## config.mk

```make
export PLATFORM = sky130hd
export DESIGN_NAME = counter_sweep_ctrl
export DESIGN_NICKNAME = d
export VERILOG_FILES = /design/src/rtl/counter_sweep_ctrl.sv
export SDC_FILE = /design/constraint.sdc
export NUM_CORES = 1
export LEC_CHECK = 0
export BUFFER_PORTS_ARGS = -buffer_cell sky130_fd_sc_hd__buf_2
export CORE_MARGIN = 3
export CORE_UTILIZATION = 40
export CTS_CLUSTER_SIZE = 10
export DETAILED_ROUTE_END_ITERATION = 8
export PLACE_DENSITY = 0.66
export SYNTH_ARGS = -nofsm -noshare
export SYNTH_HDL_FRONTEND = slang
export SYNTH_SLANG_ARGS = --single-unit
```

## constraint.sdc

```tcl
create_clock -name clk -period 1.6 [get_ports clk]
set_input_delay 0.4 -clock clk [delete_from_list [all_inputs] [get_ports clk]]
set_output_delay 0.4 -clock clk [all_outputs]
set_load 0.1 [all_outputs]
```

## src/rtl/counter_sweep_ctrl.sv

```systemverilog
// Sweep controller for an external 4-bit up/down counter: loads lo, ramps to hi and
// back to lo, repeating n_sweeps times, with abort, error and done reporting.
module counter_sweep_ctrl (
    input  logic       clk,
    input  logic       rst,
    input  logic       start,
    input  logic       abort,
    input  logic [3:0] lo,
    input  logic [3:0] hi,
    input  logic [3:0] n_sweeps,
    input  logic [3:0] cnt_q,
    output logic       cnt_en,
    output logic       cnt_up,
    output logic       cnt_load,
    output logic [3:0] cnt_load_val,
    output logic       busy,
    output logic       done,
    output logic       err,
    output logic [3:0] sweep_idx
);

    typedef enum logic [2:0] {
        S_IDLE,
        S_LOAD,
        S_UP,
        S_DOWN,
        S_DONE
    } state_e;

    state_e     state_q, state_d;
    logic [3:0] lo_q, lo_d;
    logic [3:0] hi_q, hi_d;
    logic [3:0] n_q, n_d;
    logic [3:0] sweep_idx_q, sweep_idx_d;
    logic       busy_q, busy_d;
    logic       done_q, done_d;
    logic       err_q, err_d;
    logic       active;

    assign active = (state_q == S_LOAD) || (state_q == S_UP) || (state_q == S_DOWN);

    always_comb begin
        // NOTE: every variable gets a default before the case so no path leaves
        // one unassigned; a missing default here would infer a latch.
        state_d      = state_q;
        lo_d         = lo_q;
        hi_d         = hi_q;
        n_d          = n_q;
        sweep_idx_d  = sweep_idx_q;
        err_d        = 1'b0;
        cnt_en       = 1'b0;
        cnt_up       = 1'b1;
        cnt_load     = 1'b0;
        cnt_load_val = 4'd0;

        unique case (state_q)
            S_IDLE: begin
                if (start) begin
                    if ((lo < hi) && (n_sweeps != 4'd0)) begin
                        lo_d        = lo;
                        hi_d        = hi;
                        n_d         = n_sweeps;
                        sweep_idx_d = 4'd0;
                        state_d     = S_LOAD;
                    end else begin
                        err_d = 1'b1;
                    end
                end
            end
            S_LOAD: begin
                cnt_load     = 1'b1;
                cnt_load_val = lo_q;
                state_d      = S_UP;
            end
            S_UP: begin
                if (cnt_q != hi_q) begin
                    cnt_en = 1'b1;
                end else begin
                    state_d = S_DOWN;
                end
            end
            S_DOWN: begin
                cnt_up = 1'b0;
                if (cnt_q != lo_q) begin
                    cnt_en = 1'b1;
                end else begin
                    sweep_idx_d = sweep_idx_q + 4'd1;
                    state_d     = (sweep_idx_q + 4'd1 == n_q) ? S_DONE : S_UP;
                end
            end
            S_DONE: begin
                state_d = S_IDLE;
            end
            default: begin
                state_d = S_IDLE;
            end
        endcase

        // Abort overrides whatever the active state decided, including the load strobe.
        if (abort && active) begin
            state_d     = S_IDLE;
            cnt_en      = 1'b0;
            cnt_load    = 1'b0;
            sweep_idx_d = sweep_idx_q;
        end

        busy_d = (state_d == S_LOAD) || (state_d == S_UP) || (state_d == S_DOWN);
        done_d = (state_d == S_DONE);
    end

    // NOTE: sequential state uses non-blocking assignments so every register
    // samples the pre-edge values regardless of statement order.
    always_ff @(posedge clk or negedge rst) begin
        if (!rst) begin
            state_q     <= S_IDLE;
            lo_q        <= 4'd0;
            hi_q        <= 4'd0;
            n_q         <= 4'd0;
            sweep_idx_q <= 4'd0;
            busy_q      <= 1'b0;
            done_q      <= 1'b0;
            err_q       <= 1'b0;
        end else begin
            state_q     <= state_d;
            lo_q        <= lo_d;
            hi_q        <= hi_d;
            n_q         <= n_d;
            sweep_idx_q <= sweep_idx_d;
            busy_q      <= busy_d;
            done_q      <= done_d;
            err_q       <= err_d;
        end
    end

    assign busy      = busy_q;
    assign done      = done_q;
    assign err       = err_q;
    assign sweep_idx = sweep_idx_q;

endmodule
```

* Word level (Yosys, flattened, before mapping)
Index checks and enable logic that the tools add are counted.
** Storage, ports and cells
- Register bits after elaboration :: 22
- Output and inout port bits :: 14
- Word-level logic and storage cells :: 57
** Operators by class
- Add/subtract/negate cells :: 1
- Magnitude comparators :: 1
- Eq/ne operators :: 13
- Mux-type cells :: 22
- Bitwise operators :: 1
- Reductions and logical operators :: 11
** Operators with widths (count)
- 3-bit 2-to-1 mux :: 6
- 4-bit 2-to-1 mux :: 4
- 3-bit by 2-bit == test with 1-bit output, second input constant :: 4
- 3-bit case mux with 4 select lines :: 1
- 1-bit 2-to-1 mux :: 9
- 4-bit inequality test :: 2
- 4-bit case mux with 2 select lines :: 1
- 3-bit by 1-bit == test with 1-bit output, second input constant :: 2
- 2-bit inequality test, second input constant :: 3
- 5-bit AND reduction :: 1
- 4-bit by 1-bit adder with 4-bit output, second input constant :: 1
- 4-bit == test :: 1
- 1-bit logical OR :: 4
- 4-bit less-than comparator :: 1
- 4-bit nonzero test :: 1
- 3-bit == test, second input constant :: 1
- 3-bit zero test :: 1
- 3-bit AND reduction :: 1
- 1-bit logical AND :: 2
- 1-bit case mux with 2 select lines :: 1
- 2-bit nonzero test :: 1
- 1-bit inverter :: 1

* Logic depth before layout (Yosys ltp)
- Word-level depth :: 9
- Mapped depth :: 7
- Mapped depth without buffers :: 7

* Least setup slack after synthesis
OpenSTA, ideal clock, no wires.
- Path kind :: register -> output
- Start point :: register state_q[0]
- End point :: output port cnt_load
- Arrival :: 2.253 ns
- Required time :: 1.200 ns
- Slack :: -1.053 ns
- Stages on the path, launching flop included :: 4
- Path buffers :: 1
- Cell sequence :: dfrtp_1 > clkbuf_1 > nor3b_1 > nor2b_1
** On the way
- Word-level cells in the longest chain between the ends :: 5
** RTL lines
- start: declaration :: RTL line 30 : state_e state_q, state_d;
- start signal: assignment :: RTL line 124 : state_q <= state_d;
- 3-bit by 1-bit == test with 1-bit output / 3-bit by 2-bit == test with 1-bit output (equally long branches) :: RTL line 40, 56
- 1-bit logical OR (2 in a row) :: RTL line 40 : assign active = (state_q == S_LOAD) || (state_q == S_UP) || (state_q == S_DOWN);
- 1-bit logical AND :: RTL line 100 : if (abort && active) begin
- 1-bit 2-to-1 mux * :: RTL line 100
- end: declaration :: RTL line 14 : output logic cnt_load,
Mark *: on every way between the ends. The rest lies on a longest branch, timed or not.

* Worst setup path in the final report
- Start point :: register lo_q[1]
- End point :: output port cnt_en
** On the way
- Word-level cells in the longest chain between the ends :: 4
** RTL lines
- start: declaration :: RTL line 31 : logic [3:0] lo_q, lo_d;
- start signal: assignment :: RTL line 125 : lo_q <= lo_d;
- 4-bit inequality test :: RTL line 84 : if (cnt_q != lo_q) begin
- 1-bit 2-to-1 mux :: RTL line 84
- 1-bit case mux with 2 select lines :: RTL line 56 : unique case (state_q)
- 1-bit 2-to-1 mux :: RTL line 100
- end: declaration :: RTL line 12 : output logic cnt_en,
Every way passes these cells.

==> qor.yml <==
wl_per_cell_um: 14.2
grt_overflow: 0
num_vias: 1019
multi_input_area_sq_um: 781
crit_chain: "xor2_2, nor4_4, nand2_1, nand2_2, nor2_4, buf_12"
cts_made_buffers: 3
drt_first_iter_violations: 31
io_buffers: 33
ir_drop_uv: 735
grt_usage_pct: 17.0
worst_setup_path_start_kind: "register"
crit_family: "simple AND/OR/NAND/NOR gates"
antenna_found_initial: 0
num-nets-final: 198
leakagePower_nw: 0.986
async_flop_share_pct: 100
fp.dieArea_sq_um: 3830
crit_type: "register to output port"
synth_top_cells_by_area: "dfrtp_1, mux2_4, xnor2_1, xor2_1, ha_1"
rr_startpoint: "state_q[1]$_DFF_PN0_"
synth_nets: 128
placeableCoreArea_sq_um: 2880
dp_cells: 201
fmax_ghz: 0.504
clock-sinks: 22
drt-vias-per-instance: 4.74
final_antenna_net_count: 0
hold_viol: 0
grt_pass1_wl_um: 4780
outcome: "finished with violations"
layout_worst_path_cycle_share_pct: 124
cts_root_buf: "clkbuf_4"
fin_ws_ns: -0.384
ff_latch_area_sq_um: 562
violations: "negative setup slack"
slew_viol_final: 0
grt_pass1_vias: 991
reg2reg_setup_slack_ns: -0.09
worst-endpoint-required_ns: 1.20
worst_slew_pin_slew_ns: 0.488
cts_max_level: 1
final_layout_size_suffix_gt1_share_pct: 66.5
hold_class: "input port to asynchronous set/reset pin"
r2r_cells: 6
rsz0062_at_grt: "true"
pwr_density_cell_nw_per_um2: 1170
clock_latency_ns: 0.33
synth_area_per_cell_sq_um: 12.0
cts_tree: "done"
grt_start_max_net_pins: 23
wirelength_um: 3050
dp_hpwl_um: 2310
ys_seq_elements: 22
finalCriticalPeriod_ns: 1.98
syn_inst: 104
synth_seq_area_share_pct: 44.0
synth_area_sq_um: 1250
critical_path_buf_inv_count: 1
fillers: 195
start_util_pct: 43.5
max_stage_delay_ns: 0.43
route.detailed.drc: 0
setup.worst_path.end_class: "output port"
fin_util_pct: 72.1
die_y_um: 61.9
syn_to_final_growth_pct: 66.0
finalNonFillerCells: 215
fin_setup_tns_ns: -2.52
gp_congestion: 0.712
rows: 19
ios: 34
dpl-instance-area_sq_um: 1840
synth_edf_count: 0
fin_area_sq_um: 2070
finClkSkew_ns: 0.0130
reg2reg_to: "n_q[2]$_DFFE_PN0P_"
synth_top_area_share_pct: 44.0
clkTransAtPathRegs_ns: 0.13
drv_cap: 0
clockBufferDepth: 2
setup_viol: 21
first_pass_iters: 4
ys_warn_count: 0
slowest_stage: "dfrtp_1"
die_w_um: 61.9
ys.flop_type: "dfrtp_1"
worstPathMaxFanout: 2
synth_cell_types: 32
n_antenna_cell: 0
synth_top_area_cell: "dfrtp_1"
crit_arrival_ns: 1.58
relSlewSlack_pct: 67.5
## cell families after synthesis
logic type / after synthesis / share of synthesized area [%]
compound gates: 9 / 5.61
xor+xnor: 14 / 9.81
fa+ha+maj: 4 / 4.00
buf+inv: 6 / 3.10
flops: 22 / 44.0
mux: 13 / 14.7
simple gates: 36 / 18.7
## synthesized netlist by cell type, types with 2 or more instances
library cell  number
a211o_1            2
and2_1             4
mux2_4            10
xnor2_1            7
nand2_1            3
mux2_2             3
nand3b_1           2
nor2b_4            2
nor3b_1            5
nor2_1             9
nand3_1            3
dfrtp_1           22
inv_1              4
xor2_1             7
ha_1               4
## stage by stage
step	hold WS, ns	worst slack [ns]	power [mW]
2_1_floorplan	0.104	-0.255	1.51
3_3_place_gp	0.382	-0.340	1.84
3_5_place_dp	0.390	-0.397	1.87
4_1_cts	0.0376	-0.375	2.37
5_1_grt	0.0327	-0.466	2.54
6_report	0.00916	-0.384	2.43
## state kept, by name, summed over array words and instances, names as in the netlist
| register | cells |
|---|---|
| done | 1 |
| n_q | 4 |
| err | 1 |
| state_q | 3 |
| busy | 1 |
| hi_q | 4 |
| sweep_idx | 4 |
| lo_q | 4 |
## placed cells by master, fill, tap and decap left out, types with 2 or more instances in the layout
cell / count
mux2_4: 13
dfrtp_4: 2
nand3_1: 3
buf_12: 9
nor2_2: 3
dfrtp_1: 17
dfrtp_2: 3
nor3b_1: 3
buf_4: 31
nor3b_2: 2
a211o_1: 2
nand3b_1: 2
inv_2: 2
buf_6: 5
nand2_1: 2
nor2b_4: 3
and2_4: 4
buf_2: 21
clkbuf_4: 3
xor2_2: 2
xnor2_1: 7
xor2_1: 5
nor2_4: 2
nor2_1: 4
ha_4: 3
## report_power, final
| group | switching, mW | internal [mW] |
|---|---|---|
| Combinational | 0.562 | 0.621 |
| Sequential | 0.120 | 0.692 |
| Clock | 0.181 | 0.254 |
| Total | 0.862 | 1.57 |
## how the worst max path moves through the flow
stage                               startpoint                        to  cells past startpoint
after floorplan           state_q[2]$_DFF_PN0_  sweep_idx[2]$_DFFE_PN0P_                      3
after global placement                   hi[1]       lo_q[3]$_DFFE_PN0P_                      8
after detailed placement                 hi[1]       lo_q[0]$_DFFE_PN0P_                      8
after CTS                  lo_q[2]$_DFFE_PN0P_                    cnt_en                      6
after global routing       lo_q[1]$_DFFE_PN0P_                    cnt_en                      6
final                      lo_q[1]$_DFFE_PN0P_                    cnt_en                      6
## timing repair
| item | in CTS | in global routing |
|---|---|---|
| endpoints found under the setup margin | 24 | 26 |
| pin swaps | 14 | 10 |
| cloned | 1 | 0 |
| setup buffers | 6 | 6 |
| hold buffers | 0 | 0 |
| resized for setup | 14 | 12 |
## cell type report
cell class | count | share of cell area (%)
clock buffer | 3 | 1.09
clock inverter | 1 | 1.45
inverter | 4 | 1.33
multi-input combinational | 76 | 37.6
sequential | 22 | 27.1
tap | 42 | 2.53
timing repair buffer | 67 | 28.9
## per-layer routing
layer,routed length (um),GRT usage (%)
met5,0,0
met4,35,2.73
met3,125,2.07
met2,1540,29.3
met1,1350,23.2
Note: power is estimated with default switching activity, not from simulation.
